### src/rtl/prbs_os_gen.sv
// PRBS7/11/15/31 ordered-set generator, DATA_W bits per clock, earliest bit in the MSB.
// Optional error injection (err_inj / err_cnt) is built when PRBS_ERR_INJ_EN is defined.
module prbs_os_gen #(
    parameter int unsigned DATA_W = 1,
    parameter int unsigned OS_LEN = 448,
    parameter logic [30:0] SEED   = 31'h7FFFFFFF,
    parameter int unsigned CNT_W  = 16
) (
    input  logic              clk,
    input  logic              reset,
    input  logic              enable,
    input  logic              restart,
    input  logic [1:0]        mode,
`ifdef PRBS_ERR_INJ_EN
    input  logic              err_inj,
    output logic [7:0]        err_cnt,
`endif
    output logic [DATA_W-1:0] data_out,
    output logic              os_sent,
    output logic [CNT_W-1:0]  os_count,
    output logic              busy
);

    typedef enum logic {IDLE, RUN} state_t;

    localparam int unsigned WORDS = OS_LEN / DATA_W;
    localparam int unsigned WC_W  = (WORDS > 1) ? $clog2(WORDS) : 1;
    localparam logic [WC_W-1:0] LAST_WORD = WC_W'(WORDS - 1);

    // Seed slice for polynomial length N; an all-zero slice would lock up the LFSR.
    function automatic logic [30:0] seed_for(input logic [1:0] m);
        logic [30:0] mask;
        logic [30:0] s;
        mask = 31'h7FFF_FFFF;
        unique case (m)
            2'b00: mask = 31'h0000_007F;
            2'b01: mask = 31'h0000_07FF;
            2'b10: mask = 31'h0000_7FFF;
            2'b11: mask = 31'h7FFF_FFFF;
        endcase
        s = SEED & mask;
        if (s == '0) s = mask;
        return s;
    endfunction

    function automatic logic [30:0] lfsr_step(input logic [30:0] l, input logic [1:0] m);
        logic [30:0] n;
        n = l;
        unique case (m)
            2'b00: n = {24'd0, l[5:0],  l[6]  ^ l[5]};
            2'b01: n = {20'd0, l[9:0],  l[10] ^ l[8]};
            2'b10: n = {16'd0, l[13:0], l[14] ^ l[13]};
            2'b11: n = {l[29:0], l[30] ^ l[27]};
        endcase
        return n;
    endfunction

    function automatic logic lfsr_msb(input logic [30:0] l, input logic [1:0] m);
        logic b;
        b = l[30];
        unique case (m)
            2'b00: b = l[6];
            2'b01: b = l[10];
            2'b10: b = l[14];
            2'b11: b = l[30];
        endcase
        return b;
    endfunction

    state_t           state_q, state_d;
    logic             enable_q, enable_d;
    logic [30:0]      lfsr_q, lfsr_d;
    logic [1:0]       mode_q, mode_d;
    logic [WC_W-1:0]  wcnt_q, wcnt_d;
    logic [CNT_W-1:0] os_count_q, os_count_d;
    logic [30:0]      lfsr_adv;
    logic [31:0]      stream;
    logic             run;
    logic             sent;

    assign run  = (state_q == RUN);
    assign sent = run && (wcnt_q == LAST_WORD);

    always_comb begin
        lfsr_adv = lfsr_q;
        stream   = '0;
        for (int unsigned i = 0; i < DATA_W; i++) begin
            stream   = {stream[30:0], lfsr_msb(lfsr_adv, mode_q)};
            lfsr_adv = lfsr_step(lfsr_adv, mode_q);
        end
    end

    always_comb begin
        enable_d   = enable;
        state_d    = enable_q ? RUN : IDLE;
        mode_d     = mode_q;
        lfsr_d     = lfsr_q;
        wcnt_d     = wcnt_q;
        os_count_d = os_count_q;
        if (!run) begin
            lfsr_d = seed_for(mode);
            wcnt_d = '0;
            mode_d = mode;
        end else begin
            // restart only reseeds; a set finishing in the same cycle is still counted
            os_count_d = os_count_q + (sent ? CNT_W'(1) : CNT_W'(0));
            if (restart) begin
                lfsr_d = seed_for(mode_q);
                wcnt_d = '0;
            end else begin
                lfsr_d = lfsr_adv;
                wcnt_d = sent ? '0 : wcnt_q + WC_W'(1);
            end
        end
    end

    always_ff @(posedge clk or negedge reset) begin
        if (!reset) begin
            state_q    <= IDLE;
            enable_q   <= 1'b0;
            lfsr_q     <= seed_for(2'b01);
            mode_q     <= 2'b01;
            wcnt_q     <= '0;
            os_count_q <= '0;
        end else begin
            state_q    <= state_d;
            enable_q   <= enable_d;
            lfsr_q     <= lfsr_d;
            mode_q     <= mode_d;
            wcnt_q     <= wcnt_d;
            os_count_q <= os_count_d;
        end
    end

    assign os_sent  = sent;
    assign os_count = os_count_q;
    assign busy     = run;

`ifdef PRBS_ERR_INJ_EN
    logic [7:0] err_cnt_q, err_cnt_d;
    logic       inject;

    assign inject = run && err_inj;

    always_comb begin
        err_cnt_d = err_cnt_q;
        if (inject && (err_cnt_q != '1)) err_cnt_d = err_cnt_q + 8'd1;
    end

    always_ff @(posedge clk or negedge reset) begin
        if (!reset) err_cnt_q <= '0;
        else        err_cnt_q <= err_cnt_d;
    end

    assign err_cnt = err_cnt_q;

    always_comb begin
        data_out           = stream[DATA_W-1:0];
        data_out[DATA_W-1] = stream[DATA_W-1] ^ inject;
    end
`else
    assign data_out = stream[DATA_W-1:0];
`endif

endmodule
### config.mk
export PLATFORM = sky130hd
export DESIGN_NAME = prbs_os_gen
export DESIGN_NICKNAME = d
export VERILOG_FILES = /design/src/rtl/prbs_os_gen.sv
export SDC_FILE = /design/constraint.sdc
export NUM_CORES = 1
export LEC_CHECK = 0
export CORE_MARGIN = 1.5
export CORE_UTILIZATION = 53
export CTS_BUF_LIST = sky130_fd_sc_hd__clkbuf_4 sky130_fd_sc_hd__clkbuf_8
export CTS_CLUSTER_DIAMETER = 50
export DETAILED_ROUTE_END_ITERATION = 10
export PLACE_DENSITY = 0.78
export SLEW_MARGIN = 20
export SYNTH_ARGS = -nofsm -noshare
export SYNTH_HDL_FRONTEND = slang
export SYNTH_SLANG_ARGS = --single-unit
### constraint.sdc
create_clock -name clk -period 2 [get_ports clk]
set_input_delay 0.4 -clock clk [delete_from_list [all_inputs] [get_ports clk]]
set_output_delay 0.4 -clock clk [all_outputs]
set_load 0.02 [all_outputs]
### Word-level counts from Yosys, hierarchy flattened

Index checks and enable logic that the tools add are counted.

| storage, ports and cells | value |
|---|---|
| word-level logic and storage cells | 33 |
| bits of input ports | 6 |
| output and inout bits | 19 |
| bits in registers | 60 |

| operators by class | value |
|---|---|
| equality and inequality tests | 7 |
| bitwise operators | 4 |
| reductions and logical operators | 3 |
| multiplexer cells | 11 |
| $add $sub $neg | 2 |

Operators by type and width:

| kind | number |
|---|---|
| 31-bit case mux with 4 select lines | 3 |
| 31-bit two-way mux | 2 |
| 9-bit two-way mux | 3 |
| 16-bit by 1-bit adder with 16-bit output | 1 |
| 9-bit by 1-bit adder with 9-bit output, second input constant | 1 |
| 9-bit equality test, second input constant | 1 |
| 2-bit equality test, second input constant | 4 |
| 2-bit by 1-bit equality test with 1-bit output, second input constant | 2 |
| 2-bit logical NOT | 2 |
| 1-bit case mux with 4 select lines | 1 |
| 1-bit bitwise XOR | 4 |
| 1-bit two-way mux | 2 |
| 1-bit logical AND | 1 |

### Longest topological paths before layout

Gate-level depths: netlist of the first run.

| depth | value |
|---|---|
| word-level depth | 5 |
| gate-level depth with buffers | 8 |
| gate-level depth less buffers | 8 |

### Least setup slack after synthesis of the first run

No wires, ideal clock.

| timing path | value |
|---|---|
| path type | register to register |
| start point | register wcnt_q[0] |
| end point | register os_count_q[14], in the netlist os_count[14] |
| data arrival time | 2.646 ns |
| setup slack | -0.726 ns |
| library setup time | 0.080 ns |
| stages on the path, launching flop included | 9 |
| buffers on the path | 0 |
| period minus slack after synthesis | 2.726 ns |
| required time | 1.920 ns |
| cells stage by stage | dfrtp_1 ha_1 nand4_2 nor4_1 ha_1 ha_1 nand3_1 nor4_1 xor2_1 |

| on the way | value |
|---|---|
| longest elaborated chain between the ends | 4 |

RTL lines:

| element | RTL line | source |
|---|---|---|
| start, declared | 74 | `logic [WC_W-1:0] wcnt_q, wcnt_d;` |
| start signal, assigned | 130 | `wcnt_q <= wcnt_d;` |
| 9-bit equality test | 82 | `assign sent = run && (wcnt_q == LAST_WORD);` |
| 1-bit logical AND | 82 |  |
| named net os_sent | 19 | `output logic os_sent,` |
| 1-bit two-way mux | 106 | `os_count_d = os_count_q + (sent ? CNT_W'(1) : CNT_W'(0));` |
| 16-bit by 1-bit adder with 16-bit output | 106 |  |
| end signal, assigned | 131 | `os_count_q <= os_count_d;` |
| end, declared | 75 | `logic [CNT_W-1:0] os_count_q, os_count_d;` |

The timed path passes the listed nets, and every way through them passes these cells.
A chain may end at the register's enable or synchronous reset.

### Worst setup path in the final report of the first run

| timing path | value |
|---|---|
| start point | register wcnt_q[0] |
| end point | register os_count_q[13], in the netlist os_count[13] |

| on the way | value |
|---|---|
| longest elaborated chain between the ends | 4 |

RTL lines:

| element | RTL line |
|---|---|
| 9-bit equality test | 82 |
| 1-bit logical AND | 82 |
| 1-bit two-way mux | 106 |
| 16-bit by 1-bit adder with 16-bit output | 106 |

Every way passes these cells.

==> results list, run 1 <==
- Status: complete, but fails checks
- The checks that failed: design-rule violations.
- Drt via density: ~5.5
* Number of levels in the clock H-tree: 3
- For this run, design rule violations remaining after detail routing come to 1.
* Met1 track demand over resource in global routing: 27.0%
* MaxCap Viol Count: 0
* Slew of the pin with the lowest slew margin: 483 ps
- Total grt overflow: 0
* Number of buffers inserted during clock tree synthesis: 9
- The count of cells in the finished layout, fillers not included, comes to a little over 300.
- In this run the standard cell core region covers between 0.004 and 0.005 mm2.
- Of all nets on the critical path, the largest fanout is 5.
* Cell with the biggest individual delay on the critical path: sky130_fd_sc_hd__dfrtp_1
- Count of different cell masters after synthesis: 32
- Final Net Count: 263
- Post-route clock skew: between 6 and 7 ps
- Cells along the critical path: ha_4 -> nand4_4 -> nor4_4 -> ha_2 -> nand4_2 -> nor4_1 -> xor2_1
- Pleak: between 1 and 1.5 nW
- RSZ-0062 raised after global routing: true
- From bottom edge to top edge, the die measures slightly above 70 um.
- Across all register-to-register paths, the minimum setup slack is approximately 17 ps.
- The congestion estimate from routability-driven global placement came to approximately 0.86.
- Number of warnings issued by yosys: 0
- The pre-antenna-repair detailed-routing pass consisted of 7 iterations.
- Met3 Resource Use GR: 8.58%
- The final-report hold violation count came to 0.
* Capture instance of the worst register-to-register path: os_count[13]
* Pin count of the biggest net entering global routing: 37
- Overall fraction of global-route tracks in use: between 20% and 30%
- For this block, the routed nets add up to around 4800 um of wire.
* Initial DRC Count: just under 80
* Minimum clock period after layout: 1980 ps
- In this run the tightest slew margin relative to its limit is about two thirds.
* Horizontal die dimension: between 70 and 80 um
- IR analysis of the VDD net gives a maximum drop of between 0.5 and 0.6 mV.
- Worst setup path class: flip-flop to flip-flop
- Clock net sink count: 60
* Floorplan die area: 0.00510 mm2
- Row generation in the floorplan step produced 24 rows.
- Final setup fails: 0
- In the synthesized netlist, the number of instances is between 200 and 250.
* Number of max-slew violations in the final report: 0
- Root cell of the clock tree: sky130_fd_sc_hd__clkbuf_8
- The worst setup path is launched from a flip-flop.
* Data arrival, critical path: 2230 ps
* Worst reg2reg startpoint: wcnt_q[0]
- Antenna violations before repair: 0
- The number of global-route vias before repair is 1738.
- The number of cells on the worst reg-to-reg path is 7.
- After synthesis the cells add up to between 0.002 and 0.0025 mm2.
- Top-Level Pins: 25
* Power Density: roughly 810 mW/mm2
* Placed Cells: 294
- Mapped Nets: approximately 220
- The cell family contributing the most delay on the critical path is simple AND/OR/NAND/NOR gates.
- First-pass GRT wire length: approximately 8000 um
- Once detail routing completed, the nets flagged for antenna violations numbered 0.
- Slowest Stage Delay on Critical Path: about 400 ps
- STA classifies the critical path endpoint as a flip-flop.
- Post-layout util: 71.0%
- After clock tree synthesis, the clock-pin slew on the worst setup and hold paths is roughly 60 ps.
- Counting along the longest clock path gives a buffer depth of 2.
* Count of buffer and inverter cells on the critical path: 0
- Worst EP required: 2250 ps
- Synthesis inferred 60 register bits.
* Area growth syn-to-layout: 27.1%
- Avg Inst Size Synth: roughly 12 um2
- Path class of the lowest-slack min-delay path: primary input to async pin
- Pwr Total: ~2.6 mW
* Wire per inst: around 15 um
- Layout cell share with drive strength beyond 1: about a quarter
- Worst hold-check slack: about 57 ps
* DP HPWL: roughly 3100 um
- Static timing analysis puts the maximum clock frequency at 0.504 GHz.
* Most heavily used metal layer in global routing: met2
- Sequential cells were found to cover 61.1% of the synthesized design area.
- Final critical-path share of the clock period: 99.2%
- Buffers placed on the I/O ports in this run total 24.
- Insertion delay of the later-clocked pin in the worst-skew pair: roughly 330 ps
- The initial utilization of the core area, before any placement, comes to between 50% and 60%.
- 0 antenna diodes ended up in the layout.
- TritonCTS built the clock tree.
- Final sum of negative setup slack: 0 ps
* Vias post-DR: approximately 1700
- GR met2 Demand/Resource: ~32%
[routing by layer]
layer  up-vias  routed length, um
li1        816                  -
met4         0                 65
met3         6                203
met1       868               2120
met2        35               2410
met5         -                  0
[worst max path at each step]
stage          slack, ps  startpoint            to  depth (start not counted)
5_1_grt              -40   wcnt_q[0]  os_count[13]                          7
3_3_place_gp          40   mode_q[0]      data_out                          2
6_report              20   wcnt_q[0]  os_count[13]                          7
4_1_cts               20   wcnt_q[0]       os_sent                          4
3_5_place_dp          30   mode_q[0]      data_out                          2
2_1_floorplan        -40        busy  os_count[12]                          8
[metrics by stage]
stage,worst slack (ps),instance area (um2)
after detailed placement,32.5,2930
after floorplan,-41.6,2580
after global placement,38.8,2930
final,17.0,3160
after global routing,-44.7,3160
after CTS,15.3,3130
[final cells by class]
class,count,area [um2]
Sequential cell,60,1520
Inverter,3,11.3
Timing Repair Buffer,36,314
Tap cell,52,65.1
Fill cell,327,1290
Clock inverter,2,35.0
Multi-Input combinational cell,144,1040
Clock buffer,14,174
[where the power goes]
| part | total [mW] | leakage (nW) | switching (mW) | internal, mW |
|---|---|---|---|---|
| combinational | 0.157 | 0.553 | 0.0902 | 0.0664 |
| sequential | 1.30 | 0.770 | 0.0269 | 1.27 |
| clock | 1.11 | 0.111 | 0.429 | 0.684 |
| total | 2.57 | 1.43 | 0.546 | 2.02 |
[worst reg2reg max path, delay by kind of cell, from the launching register on]
kind,cells,cell delay (ps)
AND/OR/NAND/NOR,4,840
flip-flops,1,400
XOR/XNOR,1,210
adder cells (fa/ha/maj),2,450
[cells by family after synthesis]
family | share of synthesized area [%]
AND/OR/NAND/NOR | 17.0
adder cells (fa/ha/maj) | 1.51
AO/OA/AOI/OAI | 8.17
flip-flops | 61.1
multiplexers | 3.18
buffers and inverters | 1.61
XOR/XNOR | 7.41
[state kept, by name, summed over array words and instances, names as in the netlist]
register  count
lfsr_q       31
os_count     16
wcnt_q        9
mode_q        2
busy          1
enable_q      1
[cells in the mapped netlist, drive strengths merged]
cell	count	area share, %
dfrtp	48	48
nor2	31	4.7
o21ai	28	5.6
dfstp	12	13
nand2	11	1.8
xnor2	11	3.9
xor2	10	3.5
nand3	7	1.4
nand4	6	2.6
clkbuf	5	0.76
nand2b	5	1.3
nor4	5	1.3
a21oi	4	0.81
nor3	4	0.81
ha	3	1.5
inv	3	0.45
mux2	3	1.4
or2b	3	0.91
and3	2	0.50
buf	2	0.40
mux4	2	1.8
or4	2	0.60
nand3b	1	0.30
nor2b	1	0.25
o21bai	1	0.30
o31ai	1	0.30
o41ai	1	1.1
or3	1	0.25
or4b	1	0.40
[cells in the final DEF, fill, tap and decap left out, types with 9 or more instances in the layout]
master / count
sky130_fd_sc_hd__dfrtp_1: 47
sky130_fd_sc_hd__nor2_1: 31
sky130_fd_sc_hd__o21ai_0: 28
sky130_fd_sc_hd__clkdlybuf4s50_1: 20
sky130_fd_sc_hd__dfstp_2: 12
sky130_fd_sc_hd__buf_4: 12
sky130_fd_sc_hd__xnor2_1: 11
sky130_fd_sc_hd__clkbuf_8: 11
sky130_fd_sc_hd__xor2_1: 10
sky130_fd_sc_hd__nand2_1: 9
[repair_timing]
item | in CTS | in global routing
gates resized for setup | 7 | 4
endpoints found under the setup margin | 3 | 6
pin swaps | 0 | 2
setup buffers | 0 | 1
hold buffers | 0 | 0
Note: power is estimated with default switching activity, not from simulation.
==> run 2: changes to the inputs <==
Settings changed: CORE_UTILIZATION 53 to 58, PLACE_DENSITY 0.78 to 0.81.
Clock period 2 ns to 1.9 ns, I/O delays scaled along.
==> run 2 against run 1 <==
Effect of this change: the flow finishes with violations (negative setup slack); core utilization rose by 7.8 points; register-to-register slack barely moved; sequential cell count did not move; global-route usage rose by 0.78 points; non-clock buffer count rose by 6; via count fell by 0.58%; final area rose by 1.4%; sequential power rose by 5%.
==> results list, run 2 (same netlist as run 1, synthesis figures left out) <==
* RSZ-0062 raised after global routing: true
- Crit end category: primary output
- WL met3: 174 um (-14%)
- The sink count of the clock tree was 60 (unchanged).
- Overall fraction of global-route tracks in use: 21.9% (+0.78 points)
- Of the available clock period, the critical path in the final layout requires 100%.
- Top fanout value on the critical path: 2 (-3)
* Capture instance of the worst register-to-register path: os_count[12]
* Antenna violations before repair: 0 (unchanged)
- Highest Clock Rate: roughly 0.52 GHz
- After layout, the minimum clock period comes to around 1900 ps.
- Antenna diode instance count: 0 (unchanged)
- The worst clock skew was 8.40 ps (+2.02 ps).
* Worst Slack Setup Final: -5.43 ps (-22.4 ps)
- First-pass GRT wire length: 7130 um (-12%)
- The checks that failed: negative setup slack.
- Number of cells traversed by the worst register-to-register path: 8 (+1)
- The power density normalized to cell area came to 795 mW/mm2 (-2.3%).
* Core region area: 0.00406 mm2 (-8.7%)
* Total grt overflow: 0 (unchanged)
- Post-Route M1 WL: 2170 um (+2.5%)
- Number of max-slew violations in the final report: 0 (unchanged)
- Initial DRC Count: 103 (+30%)
* Root cell of the clock tree: sky130_fd_sc_hd__clkbuf_8
- The count of buffers inserted at the top-level ports is 24 (unchanged).
* Data arrival, critical path: 1530 ps (-700 ps)
* Setup slack of the worst register-to-register path: 20 ps (about the same)
- The final setup violation count was 1 (+1).
- The critical path in this run is classified as flip-flop to primary output.
* Maximum ir drop on the vdd rail: 0.682 mV (+26%)
* Number of flip-flops in the largest register: 31 (unchanged)
- Post-detailed-routing wire length: 4580 um (-4.5%)
- Signal routing reaches up to met4.
- The final-report hold violation count came to 0 (unchanged).
- The detail-routed via count per cell came to 5.44 (-1.8%).
- Starting density of the core: 61.2% (+5.3 points)
* Top-Level Pins: 25 (unchanged)
- The path class of the tightest hold or removal check is primary input to async pin.
- First drt pass iteration count: 4 (-3)
* Worst hold-check slack: 28.1 ps (-28.7 ps)
- The clock tree buffer depth was 2 (unchanged).
- STA classifies the critical path startpoint as a flip-flop.
- Count of buffer and inverter cells on the critical path: 1 (+1)
- Worst reg2reg startpoint: wcnt_q[1]
- Fill cell instance count of the final layout: 242 (-26%)
* Final Net Count: 269 (+2.3%)
- Post-detailed-route DRC marker count: 0 (-1)
- Wire per inst: 14.5 um (-5.7%)
- The pin count of the biggest net entering global routing was 61 (+65%).
- Register Area: 0.00152 mm2 (unchanged)
- Sum of met2 wire segment lengths after detailed routing: 2160 um (-10%)
- CP delay by family, top: flip-flops
* Worst EP required: 1520 ps (-730 ps)
* Insertion delay of the later-clocked pin in the worst-skew pair: 340 ps (about the same)
* Final RePlAce weighted congestion: 0.735 (-14%)
- Number of levels in the clock H-tree: 3 (unchanged)
- Number of global-route vias before repair: 1530 (-12%)
- The clock slew seen by the registers of the worst setup and hold paths is 70 ps (about the same).
* Cells along the critical path: mux4_2 -> buf_6
- Final ANT Viol Nets: 0 (unchanged)
* Max_slew headroom: 69.8% (+2.1 points)
- The slew at the pin closest to its max-slew limit was 451 ps (-31.8 ps).
- The vertical die dimension came to 68.4 um (-4.2%).
- The fraction of final layout cells with drive strength greater than 1 is 27.2% (+2.5 points).
* MaxCap Viol Count: 0 (unchanged)
- Following the worst setup path forward leads to its endpoint at data_out.
- TritonCTS built the clock tree.
* Floorplan die area: 0.00468 mm2 (-8.3%)
- DP HPWL: 2910 um (-6.4%)
- Vias post-DR: 1715 (-0.58%)
* Largest register by flop count: lfsr_q
* Most frequent standard cell in the layout excluding fill and tap cells: sky130_fd_sc_hd__dfrtp_1
* Hold-fix buffers, CTS: 0 (unchanged)
- Horizontal die dimension: 68.4 um (-4.2%)
- Number of buffers inserted during clock tree synthesis: 9 (unchanged)
- The logic depth of the worst setup path including buffers is 2 (-5).
- The leakage power of the design is 1.49 nW (+3.8%).
- The area occupied by multi-input gates is 0.00104 mm2 (+0.60%).
- In the layout the commonest cells are sky130_fd_sc_hd__dfrtp_1 (47), sky130_fd_sc_hd__nor2_1 (31), sky130_fd_sc_hd__o21ai_0 (28).
- Status: complete, but fails checks
* Pwr Total: 2.54 mW (-0.94%)
* Cell with the biggest individual delay on the critical path: sky130_fd_sc_hd__dfstp_2
- Slowest Stage Delay on Critical Path: 540 ps (+140 ps)
- Area growth syn-to-layout: 28.9%
- The count of standard-cell rows came to 23 (-4.2%).
- In this run the worst setup path begins at mode_q[0].
run 2: area by class of cell:
type / instances / area share (%)
Multi-Input combinational cell: 144 / 32.7
Sequential cell: 60 / 47.4
Clock buffer: 10 / 4.30
Timing Repair Buffer: 42 / 12.0
Tap cell: 50 / 1.96
Clock inverter: 6 / 1.25
Inverter: 3 / 0.352
run 2: stage by stage:
stage	setup WS [ps]	area [um2]	setup TNS [ps]	utilization [%]	instances
after floorplan	-142	2580	-666	-	214
after CTS	-17.1	3150	-19.8	77.6	312
after global routing	-100	3200	-342	78.8	315
final	-5.43	3200	-5.43	78.8	315
after detailed placement	-38.4	2970	-127	73.2	296
after global placement	-26.3	2970	-26.3	73.2	296
run 2: what timing repair did:
action / 4_1_cts / 5_1_grt
buffers inserted: 0 / 3
pin swaps: 1 / 1
resized for setup: 11 / 8
endpoints found under the setup margin: 7 / 12
run 2: layer usage:
metal / vias to the layer above / global-route usage (%)
met5: - / 0
met4: 0 / 9.25
met3: 6 / 9.70
met2: 41 / 30.8
met1: 835 / 29.4
li1: 833 / -
run 2: worst min-delay path by stage:
stage               cells past startpoint     start         end
detailed placement                      0  enable_q        busy
global route                            2     reset    enable_q
finish                                  2     reset    enable_q
global placement                        0  enable_q        busy
CTS                                     2     reset  lfsr_q[17]
floorplan                               0     reset        busy
run 2: power by group:
group | total, mW | switching (mW) | leakage, nW | internal (mW)
sequential | 1.37 | 0.0266 | 0.770 | 1.34
combinational | 0.173 | 0.0956 | 0.627 | 0.0770
clock | 1.01 | 0.502 | 0.0920 | 0.505
total | 2.54 | 0.624 | 1.49 | 1.92
run 2: worst register-to-register path, cell delays in order, from the launching register on:
cell	delay (ps)
sky130_fd_sc_hd__dfrtp_1	390
sky130_fd_sc_hd__ha_4	160
sky130_fd_sc_hd__nand4_4	90
sky130_fd_sc_hd__nor4_4	200
sky130_fd_sc_hd__ha_2	260
sky130_fd_sc_hd__ha_4	150
sky130_fd_sc_hd__nand3_4	100
sky130_fd_sc_hd__nor4_4	300
sky130_fd_sc_hd__xor2_1	170
==> run 3: changes to the inputs <==
Settings changed: ABC_AREA set to 1, CORE_MARGIN 1.5 to 5, CORE_UTILIZATION 58 to 59, PLACE_DENSITY 0.81 to 0.82.
==> run 3 against run 2 <==
Effect of this change: the run now ends clean; clock-buffer cell count up 4; clock power up 13%; final area up 2.2%; clock skew up 0.92 ps; synthesized cell count up 32%; critical endpoint is now os_count[4].
==> results list, run 3 <==
- The flow ran to the end, and the final reports show no timing, DRC or antenna violations.
- Simple logic cell fraction of the synthesized area: 24.5% (+7.5 points)
- The cell family contributing the most delay on the critical path is simple AND/OR/NAND/NOR gates.
- The headroom to the max-slew limit was 71.4% (+1.6 points).
- The detailed placement HPWL is 3410 um (+17%).
- The path class of the tightest hold or removal check is primary input to async pin.
- The number of nets in the synthesized netlist was 291 (+30%).
- The leakage power of the design is 1.51 nW (+1.6%).
- For this design, the slowest cell found on the critical path is sky130_fd_sc_hd__dfrtp_1.
* Most used cells in the layout excluding fill and tap cells: sky130_fd_sc_hd__nand2_1 (54), sky130_fd_sc_hd__nor2_1 (51), sky130_fd_sc_hd__dfrtp_1 (47)
- The power after layout was 2.69 mW (+5.8%).
- The post-synthesis async set-or-reset flop share came to 100% (unchanged).
* Worst hold-check slack: 38.9 ps (+10.8 ps)
- First drt pass iteration count: 4 (unchanged)
- The delay of the slowest critical-path stage is 390 ps (-150 ps).
* Fill cell instance count of the final layout: 295 (+22%)
* Post-detailed-routing wire length: 5210 um (+14%)
* Number of max-slew violations in the final report: 0 (unchanged)
- Top fanout value on the critical path: 3 (+1)
- Root cell of the clock tree: sky130_fd_sc_hd__clkbuf_8
- The final-report hold violation count came to 0 (unchanged).
- The average footprint of a synthesized cell came to 9.45 um2 (-19%).
- The vertical die dimension is 77.2 um (+13%).
- Sequential share of the synthesized area: 56.9% (-4.2 points)
- CP Launch Type: flip-flop
- Overall fraction of global-route tracks in use: 18.8% (-3.1 points)
- Most frequent cell after synthesis: sky130_fd_sc_hd__nand2_1
- Area growth syn-to-layout: 22.8%
- The count of standard-cell rows is 24 (+4.3%).
- First-pass GRT wire length: 8940 um (+25%)
- Final RePlAce weighted congestion: 0.795 (+8.3%)
- After synthesis, the largest family of logic cells by area is simple AND/OR/NAND/NOR gates.
* Area of all placed cells without fillers: 0.00327 mm2 (+2.2%)
* Top-Level Pins: 25 (unchanged)
- The flip-flop count of the largest register after layout is 31 (unchanged).
* Leading register cell type out of synthesis: sky130_fd_sc_hd__dfrtp_1
- Worst Slack Setup Final: 72.8 ps (+78.3 ps)
- Post-route clock skew: 9.33 ps (+0.924 ps)
* Worst EP required: 2120 ps (+600 ps)
- The power density normalized to cell area came to 823 mW/mm2 (+3.5%).
- Worst setup path class: flip-flop to flip-flop
* Number of register bits inferred by synthesis: 60 (unchanged)
* Crit end category: flip-flop
- Initial DRC Count: 117 (+14%)
- Pin count of the biggest net entering global routing: 61 (unchanged)
- The number of DRC violations after detailed routing was 0 (unchanged).
- Ranked by flip-flop count, first place goes to lfsr_q.
- Final Net Count: 330 (+23%)
* Final sum of negative setup slack: 0 ps (+5.43 ps)
* Fraction of synthesized cell area in xor and xnor cells: 4.93% (-2.5 points)
- Most frequent cells after synthesis: sky130_fd_sc_hd__nand2_1 (56), sky130_fd_sc_hd__nor2_1 (52), sky130_fd_sc_hd__dfrtp_1 (48)
- Slew of the pin with the lowest slew margin: 424 ps (-27.2 ps)
- Clock net sink count: 60 (unchanged)
- The clock period minus worst slack was 1830 ps (-78.3 ps).
- Maximum ir drop on the vdd rail: 0.577 mV (-15%)
- The number of antenna violations at the first check in global routing is 0 (unchanged).
- The clock tree buffer depth is 2 (unchanged).
- The core region area is 0.00435 mm2 (+7.3%).
- The proportion of synthesized area in mux cells was 0% (-3.2 points).
- The number of placed instances, taps included was 360 (+22%).
- Setup repair after global routing could not meet its margin everywhere.
- Fraction of the mapped netlist area in adder cells: 1.41% (-0.10 points)
- The total placed instance area came to 0.00302 mm2 (+1.5%).
* Final critical-path share of the clock period: 96.2% (-4.1 points)
* Number of buffers inserted during clock tree synthesis: 9 (unchanged)
* Final ANT Viol Nets: 0 (unchanged)
- The count of cell types in the netlist came to 27 (-16%).
- Number of global-route vias before repair: 1933 (+26%)
* MaxCap Viol Count: 0 (unchanged)
- Number of cells in the finished layout apart from fillers: 378 (+20%)
- The fraction of final layout cells with drive strength greater than 1 was 24.2% (-2.9 points).
- The count of buffers inserted at the top-level ports came to 24 (unchanged).
- Ranked by total cell area, the synthesized netlist is headed by sky130_fd_sc_hd__dfrtp_1 (45%), sky130_fd_sc_hd__dfstp_2 (12%), sky130_fd_sc_hd__nand2_1 (7.9%).
- The initial core utilization is 61.2% (about the same).
* Total grt overflow: 0 (unchanged)
- The number of levels the H-tree was split into is 3 (unchanged).
- Cell type with the largest total area after synthesis: sky130_fd_sc_hd__dfrtp_1
- Drt via density: 5.26 (-3.4%)
* Cells after synthesis: 282 (+32%)
- The antenna diode count came to 0 (unchanged).
- The maximum clock frequency was 0.547 GHz (+4.3%).
* Area share of the leading cell type in the synthesized netlist: 45.1% (-3.3 points)
- The library cell used most frequently in the layout, excluding fill and tap cells, is sky130_fd_sc_hd__nand2_1.
* Vias post-DR: 1987 (+16%)
- Count of buffer and inverter cells on the critical path: 3 (+2)
- CP dominant cell by count: sky130_fd_sc_hd__ha_4
- Hold-fix buffers, CTS: 0 (unchanged)
* Cells along the critical path: ha_4 -> nand2_4 -> nor2_4 -> nand3_4 -> inv_4 -> ha_4 -> ha_4 -> buf_4 -> nand2_1 -> inv_2 -> nand3_1 -> xnor2_1
- The worst path arrival time is 2050 ps (+520 ps).
- The pre-CTS setup slack came to 16.8 ps (+55.3 ps).
- Post-synth EDFFs: 0 (unchanged)
- Wire per inst: 13.8 um (-5.1%)
* Final setup fails: 0 (-1)
- Clock transition at the registers of the reported paths: 60 ps (about the same)
* Floorplan die area: 0.00596 mm2 (+27%)
* Synth Cell Area: 0.00266 mm2 (+7.3%)
- Clock tree from TritonCTS: yes
- The die outline width is 77.2 um (+13%).
- Insertion delay of the later-clocked pin in the worst-skew pair: 330 ps (about the same)
* Post-layout util: 75.1% (-3.7 points)
- The fraction of the mapped netlist area in compound gates was 6.86% (-1.3 points).
- Number of warnings issued by yosys: 0 (unchanged)
## run 3: cell types whose count changed after synthesis, sizes merged, moves of 6 or more
cell	before	now
nand3	7	15
inv	3	23
nor2	31	55
or2	0	6
nand2	11	61
## run 3: where the power goes
group | switching [mW] | internal, mW | total, mW
clock | 0.462 | 0.678 | 1.14
sequential | 0.0285 | 1.34 | 1.37
combinational | 0.119 | 0.0651 | 0.184
## run 3: kinds of logic (layout without fill, tap and decap cells)
kind of cell               Yosys count  after routing
buffers and inverters               30             74
xor gates and xnor gates            15             15
and+or+nand+nor                    145            145
AOI/OAI and AO/OA                   29             29
adders and majority gates            3              3
DFF                                 60             60
## run 3: worst paths after layout
kind	start	endpoint	slack, ps	cells after the start
min	reset	os_count[6]	40	2
max	wcnt_q[1]	os_count[4]	70	12
max in group asynchronous	reset	lfsr_q[5]	1550	2
max reg2reg	wcnt_q[1]	os_count[4]	70	12
min reg2reg	enable_q	busy	350	0
min in group clk	enable_q	busy	350	0
## run 3: layer usage
layer  vias to the layer above  global-route usage [%]  routed length [um]
li1                        968                       -                   -
met5                         -                       0                   0
met3                        11                    3.28                 172
met2                        45                    28.8                2610
met1                       963                    25.1                2290
met4                         0                    10.5                 144
## run 3: area by class of cell
type | instances | area (um2) | area share (%)
multi-input combinational | 192 | 1080 | 33.1
sequential | 60 | 1520 | 46.4
clock inverter | 2 | 35.0 | 1.07
clock buffer | 14 | 161 | 4.93
tap | 52 | 65.1 | 1.99
inverter | 24 | 96.3 | 2.95
timing repair buffer | 34 | 312 | 9.53
## run 3: repair_timing
item | 4_1_cts | 5_1_grt
gates resized for setup | 9 | 12
pin swaps | 0 | 6
buffers inserted | 1 | 1
setup endpoints to repair | 3 | 12
## run 3: worst register-to-register path: cells and delay by family, from the launching register on
kind | cells | cell delay [ps]
AND/OR/NAND/NOR | 5 | 470
adder cells (fa/ha/maj) | 3 | 450
flip-flops | 1 | 390
buffers and inverters | 3 | 270
XOR/XNOR | 1 | 130
